### config.mk
export PLATFORM = sky130hd
export DESIGN_NAME = sprite_scan
export DESIGN_NICKNAME = d
export VERILOG_FILES = /design/src/rtl/sprite_pkg.sv /design/src/rtl/sprite_slot_match.sv /design/src/rtl/sprite_scan.sv
export SDC_FILE = /design/constraint.sdc
export NUM_CORES = 1
export LEC_CHECK = 0
export ABC_AREA = 1
export CORE_MARGIN = 2
export CORE_UTILIZATION = 35
export DETAILED_ROUTE_END_ITERATION = 10
export PLACE_DENSITY = 0.59
export SLEW_MARGIN = 30
export SYNTH_ARGS = -nofsm -noshare
export SYNTH_HDL_FRONTEND = slang
export SYNTH_SLANG_ARGS = --single-unit
export TNS_END_PERCENT = 10
### constraint.sdc
create_clock -name clk -period 3.1 [get_ports clk]
set_input_delay 0.62 -clock clk [delete_from_list [all_inputs] [get_ports clk]]
set_output_delay 0.62 -clock clk [all_outputs]
set_load 0.02 [all_outputs]
### src/rtl/sprite_pkg.sv
// Shared constants, attribute-word field positions and types for the sprite scanline engine.
package sprite_pkg;
  localparam int unsigned NUM_ENTRIES  = 8;
  localparam int unsigned MAX_PER_LINE = 4;
  localparam int unsigned SPRITE_SIZE  = 16;

  localparam int unsigned COORD_W = 10;
  localparam int unsigned PIX_W   = 4;
  localparam int unsigned TILE_W  = 3;
  localparam int unsigned ROM_W   = 2 * TILE_W + 2 * PIX_W;
  localparam int unsigned ATTR_W  = 32;

  localparam int unsigned ATTR_EN      = 31;
  localparam int unsigned ATTR_RSV_MSB = 30;
  localparam int unsigned ATTR_RSV_LSB = 26;
  localparam int unsigned ATTR_X_MSB   = 25;
  localparam int unsigned ATTR_X_LSB   = 16;
  localparam int unsigned ATTR_Y_MSB   = 15;
  localparam int unsigned ATTR_Y_LSB   = 6;
  localparam int unsigned ATTR_ROW_MSB = 5;
  localparam int unsigned ATTR_ROW_LSB = 3;
  localparam int unsigned ATTR_COL_MSB = 2;
  localparam int unsigned ATTR_COL_LSB = 0;

  typedef enum logic [1:0] {
    IDLE  = 2'd0,
    FETCH = 2'd1,
    DRAIN = 2'd2
  } state_t;

  typedef struct packed {
    logic               valid;
    logic [COORD_W-1:0] x;
    logic [TILE_W-1:0]  row;
    logic [TILE_W-1:0]  col;
    logic [PIX_W-1:0]   dy;
  } slot_t;
endpackage

### src/rtl/sprite_slot_match.sv
// Horizontal hit test for one retained sprite slot; combinational.
module sprite_slot_match
  import sprite_pkg::*;
#(
  parameter int unsigned SIZE = SPRITE_SIZE
) (
  input  slot_t              slot,
  input  logic [COORD_W-1:0] hcount,
  input  logic               video_on,
  output logic               match_c,
  output logic [PIX_W-1:0]   px_c
);
  localparam logic [COORD_W-1:0] SIZE_V = COORD_W'(SIZE);

  logic [COORD_W-1:0] dx;

  // hcount >= x keeps a sprite near x=1023 from wrapping onto low pixels
  assign dx      = hcount - slot.x;
  assign match_c = slot.valid && video_on && (hcount >= slot.x) && (dx < SIZE_V);
  assign px_c    = dx[PIX_W-1:0];
endmodule

### src/rtl/sprite_scan.sv
// Per-scanline sprite evaluation: fetches attribute RAM during blanking into a few slots,
// then resolves the winning sprite pixel each cycle of the active line.
module sprite_scan #(
  parameter int unsigned NUM_ENTRIES  = sprite_pkg::NUM_ENTRIES,
  parameter int unsigned MAX_PER_LINE = sprite_pkg::MAX_PER_LINE,
  parameter int unsigned SPRITE_SIZE  = sprite_pkg::SPRITE_SIZE
) (
  input  logic                             clk,
  input  logic                             reset,
  input  logic                             line_start,
  input  logic [sprite_pkg::COORD_W-1:0]   vcount,
  input  logic [sprite_pkg::COORD_W-1:0]   hcount,
  input  logic                             video_on,
  output logic [$clog2(NUM_ENTRIES)-1:0]   addrb,
  input  logic [sprite_pkg::ATTR_W-1:0]    doutb,
  output logic [sprite_pkg::ROM_W-1:0]     rom_addr,
  output logic                             sprite_on,
  output logic                             busy,
  output logic                             overflow
);
  import sprite_pkg::*;

  localparam int unsigned ADDR_W = $clog2(NUM_ENTRIES);
  localparam int unsigned CNT_W  = $clog2(MAX_PER_LINE + 1);
  localparam logic [ADDR_W-1:0]  LAST_ADDR = ADDR_W'(NUM_ENTRIES - 1);
  localparam logic [CNT_W-1:0]   FULL      = CNT_W'(MAX_PER_LINE);
  localparam logic [COORD_W-1:0] SIZE_V    = COORD_W'(SPRITE_SIZE);

  state_t state, state_nx;
  logic                    rd_pend;
  logic [COORD_W-1:0]      vline;
  logic [COORD_W-1:0]      attr_y_c;
  logic [COORD_W-1:0]      dy_c;
  logic                    vhit_c;
  logic [CNT_W-1:0]        fill;
  slot_t                   slots [MAX_PER_LINE];
  slot_t                   new_slot_c;
  logic [MAX_PER_LINE-1:0] match_c;
  logic [PIX_W-1:0]        px_c [MAX_PER_LINE];
  logic                    any_c;
  logic [ROM_W-1:0]        win_addr_c;
  logic                    unused_attr;

  assign unused_attr = ^doutb[ATTR_RSV_MSB:ATTR_RSV_LSB];

  // Vertical test on the word returned for the previous address; no wrap past line 1023
  assign attr_y_c = doutb[ATTR_Y_MSB:ATTR_Y_LSB];
  assign dy_c     = vline - attr_y_c;
  assign vhit_c   = rd_pend && doutb[ATTR_EN] && (vline >= attr_y_c) && (dy_c < SIZE_V);

  assign new_slot_c = '{valid: 1'b1,
                        x:     doutb[ATTR_X_MSB:ATTR_X_LSB],
                        row:   doutb[ATTR_ROW_MSB:ATTR_ROW_LSB],
                        col:   doutb[ATTR_COL_MSB:ATTR_COL_LSB],
                        dy:    dy_c[PIX_W-1:0]};

  always_ff @(posedge clk or negedge reset) begin
    if (!reset) state <= IDLE;
    else        state <= state_nx;
  end

  always_comb begin
    state_nx = state;
    if (line_start) begin
      state_nx = FETCH;
    end else begin
      case (state)
        FETCH:   if (addrb == LAST_ADDR) state_nx = DRAIN;
        DRAIN:   state_nx = IDLE;
        default: state_nx = state;
      endcase
    end
  end

  // Address sequencing and slot fill; rd_pend marks cycles where doutb holds a fetched word
  always_ff @(posedge clk or negedge reset) begin
    if (!reset) begin
      addrb    <= '0;
      rd_pend  <= 1'b0;
      vline    <= '0;
      fill     <= '0;
      overflow <= 1'b0;
      busy     <= 1'b0;
      for (int k = 0; k < int'(MAX_PER_LINE); k++) slots[k] <= '0;
    end else begin
      busy <= (state_nx != IDLE);
      if (line_start) begin
        vline    <= vcount;
        addrb    <= '0;
        rd_pend  <= 1'b0;
        fill     <= '0;
        overflow <= 1'b0;
        for (int k = 0; k < int'(MAX_PER_LINE); k++) slots[k] <= '0;
      end else begin
        rd_pend <= (state == FETCH);
        if (state == FETCH && addrb != LAST_ADDR) addrb <= addrb + ADDR_W'(1);
        if (vhit_c) begin
          if (fill == FULL) begin
            overflow <= 1'b1;
          end else begin
            for (int k = 0; k < int'(MAX_PER_LINE); k++)
              if (fill == CNT_W'(k)) slots[k] <= new_slot_c;
            fill <= fill + CNT_W'(1);
          end
        end
      end
    end
  end

  for (genvar k = 0; k < int'(MAX_PER_LINE); k++) begin : g_match
    sprite_slot_match #(.SIZE(SPRITE_SIZE)) u_match (
      .slot     (slots[k]),
      .hcount   (hcount),
      .video_on (video_on),
      .match_c  (match_c[k]),
      .px_c     (px_c[k])
    );
  end

  // Lowest slot index (earliest attribute address) wins
  always_comb begin
    any_c      = |match_c;
    win_addr_c = rom_addr;
    for (int k = int'(MAX_PER_LINE) - 1; k >= 0; k--)
      if (match_c[k]) win_addr_c = {slots[k].row, slots[k].col, slots[k].dy, px_c[k]};
  end

  always_ff @(posedge clk or negedge reset) begin
    if (!reset) begin
      sprite_on <= 1'b0;
      rom_addr  <= '0;
    end else begin
      sprite_on <= any_c;
      if (any_c) rom_addr <= win_addr_c;
    end
  end
endmodule

# After elaboration in Yosys (flattened, before gate mapping)
# Index checks and enable logic that the tools add are counted.
dict set report totals {
  output_inout_bits 20
  word_cells 112
  ff_bits 120
  inputBits 56
}
dict set report classes {
  n_mux 23
  n_eq_ne 9
  n_reduce_logical 34
  add_sub_neg 7
  order_cmp 10
}
# cell count
set op_table {}
lappend op_table {{two-way mux 84 bit} 3}
lappend op_table {{two-way mux 21 bit} 4}
lappend op_table {{two-way mux 14 bit} 4}
lappend op_table {{>= comparator 10 bit} 5}
lappend op_table {{less-than comparator 10 x 5 -> 1 bit (second input constant)} 5}
lappend op_table {{subtractor 10 bit} 5}
lappend op_table {{logical AND 1 bit} 16}
lappend op_table {{nonzero test 2 bit} 8}
lappend op_table {{two-way mux 3 bit} 5}
lappend op_table {{AND reduction 3 bit} 4}
lappend op_table {{adder 3 x 1 -> 3 bit (second input constant)} 2}
lappend op_table {{== test 3 x 2 -> 1 bit (second input constant)} 2}
lappend op_table {{== test 3 bit (second input constant)} 2}
lappend op_table {{AND reduction 2 bit} 3}
lappend op_table {{two-way mux 1 bit} 4}
lappend op_table {{two-way mux 2 bit} 2}
lappend op_table {{one-hot mux 2 bit (2 select lines)} 1}
lappend op_table {{nonzero test 4 bit} 1}
lappend op_table {{OR reduction 4 bit} 1}
lappend op_table {{== test 3 x 1 -> 1 bit (second input constant)} 1}
lappend op_table {{logical NOT 3 bit} 1}
lappend op_table {{!= test 3 bit (second input constant)} 1}
lappend op_table {{== test 2 x 1 -> 1 bit (second input constant)} 1}
lappend op_table {{== test 2 bit (second input constant)} 1}
lappend op_table {{!= test 2 bit (second input constant)} 1}

# Depth between registers and ports, before layout
# Gate-level depths: netlist of run 1.
dict set report logic_depth {
  word_depth 7
  mapped_depth 20
  depth_no_buf 19
}

# Cells and area by module
# From an unflattened synthesis of run 1, not the netlist that was laid out.
dict set report hier_totals {
  hier_cells 1274
  area_unflattened_um2 8800.9
}
# mod instances area_per_inst_um2 cells_each
set modules_own_cells {}
lappend modules_own_cells {sprite_scan 1 6174.7 774}
lappend modules_own_cells {{sprite_slot_match at g_match[0].u_match ...} 3 641.9 124}
lappend modules_own_cells {{sprite_slot_match at g_match[3].u_match} 1 700.7 128}

# Least setup slack after synthesis of run 1
# No wires, ideal clock.
dict set report synth_timing {
  kind {input to register}
  start {input hcount[0] (netlist name)}
  end {register rom_addr[4] (netlist name)}
  cell_stages 20
  n_path_buf 1
  required_ns 2.983
  slack_ns 0.412
  setup_ns 0.117
  arrival_time_ns 2.570
  path_cell_list {inv_1 ha_1 fa_1 inv_1 nand2_1 nand2_1 nand3_1 nand2_1 nand2_1 nand2_1 nand3_1 nor2_2 nand2_2 inv_2 nor2_2 nand2_4 inv_4 buf_6 nand2_1 nand2_1}
}
dict set report synth_between {
  elab_chain_cells 6
}
# element line_no
set synth_lines {}
lappend synth_lines {{from (decl)} sprite_scan.sv:12} ;# input logic [sprite_pkg::COORD_W-1:0] hcount,
lappend synth_lines {{subtractor 10 bit / >= comparator 10 bit (equally long branches)} {sprite_slot_match.sv:18, sprite_slot_match.sv:19}}
lappend synth_lines {{less-than comparator 10 x 5 -> 1 bit / logical AND 1 bit (equally long branches)} sprite_slot_match.sv:19} ;# assign match_c = slot.valid && video_on && (hcount >= slot.x) && (dx < SIZE_V);
lappend synth_lines {{logical AND 1 bit} sprite_slot_match.sv:19}
lappend synth_lines {{two-way mux 14 bit (3 in series)} sprite_scan.sv:125} ;# if (match_c[k]) win_addr_c = {slots[k].row, slots[k].col, slots[k].dy, px_c[k]};
lappend synth_lines {{to (signal assigned)} sprite_scan.sv:134} ;# if (any_c) rom_addr <= win_addr_c;
lappend synth_lines {{to (decl)} sprite_scan.sv:16} ;# output logic [sprite_pkg::ROM_W-1:0] rom_addr,
# Parallel ways exist; a longest one is shown, timed or not.
# A chain may end at the register's enable or synchronous reset.

# Worst setup path in the final report of run 1
dict set report layout_timing {
  start {input hcount[2] (netlist name)}
  end {register rom_addr[4] (netlist name)}
}
# The elaborated chain is that of the path after synthesis.

==> flow_metrics.env, run 1 <==
export IMPL_cap_violations=0
export IMPL_top_level_ports=76
export IMPL_cp_cell_sequence="clkdlybuf4s50_1 > buf_4 > ha_1 > buf_4 > nand2_1 > nand3_1 > nand2_1 > nand2_1 > nand2_1 > nand2_1 > nor2_2 > nand4_1 > nor2_4 > buf_4 > buf_8 > nand2_1 > nand3_1 > nand2_1"
export IMPL_fin_crit_sh=0.968
export IMPL_clock_sinks=120
export IMPL_antenna_left=0
export IMPL_powerDensity_nw_per_um2=443
export IMPL_slowest_stage="clkdlybuf4s50_1"
export IMPL_grt_start_max_net_pins=55
export IMPL_slew_headroom=0.510
export IMPL_port_buffers=70
export IMPL_synth_cells=1276
export IMPL_fin_cells=1785
export IMPL_cpPeakStageDelay_ns=0.53
export IMPL_grt_ovfl_total=0
export IMPL_clk_latency_ns=0.42
export IMPL_ys_types=37
export IMPL_final_cell_mix="nand2_1, inv_1, nand3_1"
export IMPL_n_antenna_cell=0
export IMPL_synth_edff_count=0
export IMPL_ys_seq_elements=120
export IMPL_ff2ff_setup_slack_ns=0.49
export IMPL_clk_pin_slew_ns=0.05
export IMPL_cp_arrival_ns=3.31
export IMPL_synth_async_reset_ratio=1.00
export IMPL_h_tree_depth=4
export IMPL_fin_ws_ns=0.0988
export IMPL_place_hpwl_um=19000
export IMPL_syn2layout_area_growth_pct=29.2
export IMPL_rsz0062_at_grt="true"
export IMPL_p_leak_nw=6.15
export IMPL_syn_area_per_cell_um2=6.74
export IMPL_route_detailed_drc=0
export IMPL_first_pass_iters=5
export IMPL_regToRegEndpoint="rom_addr[4]$_DFFE_PN0P_"
export IMPL_drt_wl_total_um=25500
export IMPL_worstHoldPathType="input pin to async pin"
export IMPL_finalClockSkew_ns=0.00914
export IMPL_antenna_found_initial=0
export IMPL_max_freq_mhz=333
export IMPL_dp_slack_ns=-0.421
export IMPL_final_common_cell="nand2_1"
export IMPL_gp_congestion=0.882
export IMPL_tightest_slew_ns=0.733
export IMPL_die_h_um=161
export IMPL_critPathMaxFanout=10
export IMPL_crit_type="input pin to flip-flop"
export IMPL_yosysSeqAreaShare=0.349
export IMPL_yosys_area_top_type_share=0.349
export IMPL_drt_iter0_drc=515
export IMPL_syn_nets=1395
export IMPL_path_common_cell="nand2_1"
export IMPL_cp_start_kind="input pin"
export IMPL_ir_drop_mv=0.401
export IMPL_clockBufferDepth=2
export IMPL_wl_per_cell_um=14.3
export IMPL_status="finished, final reports clean"
export IMPL_cts_tree="built"
export IMPL_yosys_top_cells_area="dfrtp_1, nand2_1, nand3_1"
export IMPL_cts_root_buffer="clkbuf_16"
export IMPL_hold_viol_final=0
export IMPL_reg2reg_from="slots[31]$_DFFE_PN0P_"
export IMPL_ys_flop_type="dfrtp_1"
export IMPL_netlist_area_um2=8600
export IMPL_maxSlewViolCount=0
export IMPL_chipWidth_um=161
export IMPL_fp_coreArea_um2=24200
export IMPL_start_util=0.355
export IMPL_setup_violations=0
export IMPL_viasPerCell=4.72
export IMPL_grt_pass1_vias=8310
export IMPL_dieArea_um2=25800
export IMPL_cp_required_ns=3.41
export IMPL_grt_pass1_wl_um=41200
export IMPL_placed_cells=1749
export IMPL_nets=1568
export IMPL_synth_warnings=0
export IMPL_worstSetupEndpointType="flip-flop"
export IMPL_synth_largest_area_cell="dfrtp_1"
export IMPL_fin_crit_ns=3.00
export IMPL_r2r_cells=18
export IMPL_drive_gt1_frac=0.132
export IMPL_row_count=57
export IMPL_vias=8429
export IMPL_cts_buffers=17
export IMPL_grtUsageTotal=0.201
[logic make-up after synthesis]
family | count (synthesis) | synth area share
AOI/OAI and AO/OA | 64 | 0.0418
xor gates and xnor gates | 17 | 0.0173
adders and majority gates | 63 | 0.0960
buffers and inverters | 246 | 0.116
DFF | 120 | 0.349
and+or+nand+nor | 766 | 0.380
[final cells by class]
cell class                      instances  area, um2
Sequential cell                       120       3000
Fill cell                            2529      13100
Tap cell                              324        405
Inverter                              206        781
Timing Repair Buffer                  194       1720
Multi-Input combinational cell        910       4650
Clock buffer                           22        474
Clock inverter                          9       75.1
[sequential cells by signal, summed over array words and instances, names as in the netlist]
signal,flops
sprite_on,1
rd_pend,1
fill,3
rom_addr,14
busy,1
addrb,3
overflow,1
slots,84
vline,10
state,2
[synthesized netlist by cell type (all sizes together) (3+ instances only)]
| cell type | number |
|---|---|
| nand2 | 475 |
| inv | 205 |
| nand3 | 161 |
| dfrtp | 120 |
| nor2 | 92 |
| ha | 58 |
| a21oi | 33 |
| buf | 31 |
| nand4 | 28 |
| o21ai | 18 |
| xor2 | 11 |
| clkbuf | 9 |
| nand3b | 7 |
| o21bai | 7 |
| xnor2 | 6 |
| fa | 5 |
| or2 | 3 |
[per-layer routing]
metal	vias to the layer above	share of wire	GRT usage
met1	3904	0.47	0.264
met5	-	0	0
met4	0	0.020	0.0621
li1	4322	-	-
met3	36	0.041	0.0307
met2	167	0.47	0.343
[per-stage QoR]
step | utilization | area (um2) | total power [mW] | hold WS, ns | TNS, ns
2_1_floorplan | - | 8600 | 2.55 | 0.324 | 0
3_3_place_gp | 0.431 | 10400 | 3.08 | 0.459 | -19.01
3_5_place_dp | 0.431 | 10400 | 3.09 | 0.465 | -20.66
4_1_cts | 0.454 | 11000 | 4.95 | 0.214 | 0
5_1_grt | 0.458 | 11100 | 5.20 | 0.237 | -0.277
6_report | 0.458 | 11100 | 4.92 | 0.209 | 0
[critical path: cells and delay by family]
kind                       cells  cell delay [ns]
adders and majority gates      1             0.32
and+or+nand+nor               12             1.19
buffers and inverters          5             1.19
[report_power, final]
part	leakage [nW]	internal (mW)	switching, mW
logic	4.29	0.561	0.768
registers	1.59	1.68	0.0658
clock network	0.271	1.15	0.701
total	6.15	3.39	1.53
[how the worst max path moves through the flow]
stage / start / endpoint / slack [ns]
3_3_place_gp: hcount[3] / rom_addr[6]$_DFFE_PN0P_ / -0.40
6_report: hcount[2] / rom_addr[4]$_DFFE_PN0P_ / 0.1
2_1_floorplan: hcount[0] / rom_addr[4]$_DFFE_PN0P_ / 0.41
4_1_cts: hcount[0] / rom_addr[0]$_DFFE_PN0P_ / 0.002
3_5_place_dp: hcount[0] / rom_addr[0]$_DFFE_PN0P_ / -0.42
5_1_grt: doutb[6] / slots[75]$_DFFE_PN0P_ / -0.03
[repair_timing]
action | CTS | global route
setup endpoints to repair | 0 | 34
hold buffers | 0 | 0
resized for setup | 0 | 23
setup buffers | 0 | 5
(Power assumes the default switching activity.)
==> inputs of run 2 (changes only) <==
--- a/config.mk
+++ b/config.mk
@@ -9,7 +9,9 @@
 export CORE_MARGIN = 2
 export CORE_UTILIZATION = 35
 export DETAILED_ROUTE_END_ITERATION = 10
+export GPL_ROUTABILITY_DRIVEN = 0
 export PLACE_DENSITY = 0.59
+export SKIP_LAST_GASP = 1
 export SLEW_MARGIN = 30
 export SYNTH_ARGS = -nofsm -noshare
 export SYNTH_HDL_FRONTEND = slang
==> flow_metrics.env, run 2 (synthesis results as in run 1) <==
export IMPL_status="finished, final reports clean"
export IMPL_cts_buffers=17
export IMPL_regMostFlops="slots"
export IMPL_cts_root_buffer="clkbuf_16"
export IMPL_maxSlewViolCount=0
export IMPL_grtUsageTotal=0.209
export IMPL_largest_reg_flops=84
export IMPL_fin_crit_ns=2.94
export IMPL_clk_latency_ns=0.42
export IMPL_seq_area_um2=3000
export IMPL_place_hpwl_um=19300
export IMPL_route_detailed_drc=0
export IMPL_clockBufferDepth=2
export IMPL_setup_violations=0
export IMPL_place_area_um2=10500
export IMPL_cts_tree="built"
export IMPL_drt_iter0_drc=575
export IMPL_grt_busiest_layer="met2"
export IMPL_tightest_slew_ns=0.763
export IMPL_reg_largest_list="slots: 84 flops, rom_addr: 14 flops, vline: 10 flops"
export IMPL_die_h_um=161
export IMPL_critPathMaxFanout=10
export IMPL_viasPerCell=4.75
export IMPL_clock_sinks=120
export IMPL_ir_drop_mv=0.388
export IMPL_cp_start_kind="input pin"
export IMPL_max_freq_mhz=340
export IMPL_drive_gt1_frac=0.132
export IMPL_fin_crit_sh=0.948
export IMPL_final_cell_mix="nand2_1, inv_1, nand3_1"
export IMPL_powerDensity_nw_per_um2=447
export IMPL_nets=1570
export IMPL_slew_headroom=0.489
export IMPL_grt_start_max_net_pins=41
export IMPL_p_total_mw=4.97
export IMPL_met3_usage=0.0336
export IMPL_r2r_cells=17
export IMPL_postCtsHoldBufs=0
export IMPL_chipWidth_um=161
export IMPL_cap_violations=0
export IMPL_fill_cells=2447
export IMPL_multiInputGateArea_um2=4620
export IMPL_first_pass_iters=5
export IMPL_fin_cells=1788
export IMPL_grt_ovfl_total=0
export IMPL_h_tree_depth=4
export IMPL_port_buffers=70
export IMPL_worstSetupEndpointType="flip-flop"
export IMPL_top_level_ports=76
export IMPL_placed_cells=1755
export IMPL_grt_pass1_wl_um=42800
export IMPL_finalClockSkew_ns=0.0145
export IMPL_worstHoldPathType="input pin to async pin"
export IMPL_start_util=0.355
export IMPL_hold_viol_final=0
export IMPL_stdcell_area_um2=11100
export IMPL_use_met1=0.265
export IMPL_drt_wl_total_um=26000
export IMPL_fp_coreArea_um2=24200
export IMPL_cp_required_ns=3.45
export IMPL_n_antenna_cell=0
export IMPL_rsz0062_at_grt="true"
export IMPL_p_leak_nw=6.14
export IMPL_vias=8490
export IMPL_crit_type="input pin to flip-flop"
export IMPL_final_common_cell="nand2_1"
export IMPL_wl_per_cell_um=14.5
export IMPL_clk_pin_slew_ns=0.06
export IMPL_row_count=57
export IMPL_syn2layout_area_growth_pct=29.3
export IMPL_grt_pass1_vias=8438
export IMPL_use_met2=0.364
export IMPL_cp_arrival_ns=3.29
export IMPL_dieArea_um2=25800
export IMPL_antenna_left=0
export IMPL_antenna_found_initial=0
run 2: cell type report:
| cell class | count | share of cell area |
|---|---|---|
| Clock buffer | 20 | 0.0411 |
| Clock inverter | 12 | 0.00911 |
| Inverter | 206 | 0.0700 |
| Multi-Input combinational cell | 910 | 0.415 |
| Sequential cell | 120 | 0.270 |
| Tap cell | 324 | 0.0364 |
| Timing Repair Buffer | 196 | 0.158 |
run 2: worst max-delay path, cell delays in order:
cell and delay, ns:
clkdlybuf4s50_1 0.45, ha_1 0.25, fa_1 0.41, o21ai_2 0.20, inv_2 0.05, nor2_2 0.09
nor2_1 0.05, nand2_1 0.05, nand2_1 0.06, nor2_2 0.14, nand3_2 0.10, nor2_4 0.17
nand3_2 0.09, nor2_2 0.16, buf_4 0.23, nand2_1 0.07, nand2_1 0.08
run 2: worst paths after layout:
| check | from | end | slack (ns) |
|---|---|---|---|
| setup / recovery | doutb[6] | slots[0]$_DFFE_PN0P_ | 0.16 |
| hold / removal | reset | slots[69]$_DFFE_PN0P_ | 0.19 |
| hold reg to reg | vline[8]$_DFFE_PN0P_ | vline[8]$_DFFE_PN0P_ | 0.47 |
| max in group asynchronous | reset | vline[4]$_DFFE_PN0P_ | 2.23 |
| min in group clk | vline[8]$_DFFE_PN0P_ | vline[8]$_DFFE_PN0P_ | 0.47 |
| setup reg to reg | vline[0]$_DFFE_PN0P_ | slots[0]$_DFFE_PN0P_ | 0.49 |
run 2: repair_timing:
action	4_1_cts	5_1_grt
setup endpoints to repair	0	55
buffers inserted	0	1
gates resized for setup	0	13
run 2: per-layer routing:
metal	wire, um	part of all wire
met5	0	0
met4	673	0.026
met3	1210	0.047
met2	12600	0.48
met1	11500	0.44
run 2: through the flow:
| step | TNS, ns | hold slack [ns] | util | setup slack, ns |
|---|---|---|---|---|
| 2_1_floorplan | 0 | 0.324 | - | 0.412 |
| 3_5_place_dp | -24.16 | 0.465 | 0.433 | -0.379 |
| 6_report | 0 | 0.189 | 0.459 | 0.162 |
| 4_1_cts | 0 | 0.208 | 0.456 | 0.0389 |
| 3_3_place_gp | -22.06 | 0.459 | 0.433 | -0.341 |
| 5_1_grt | -1.12 | 0.229 | 0.459 | -0.0680 |
run 2: where the power goes:
group | switching, mW | internal, mW
sequential | 0.0674 | 1.68
clock | 0.754 | 1.14
combinational | 0.772 | 0.562
total | 1.59 | 3.38
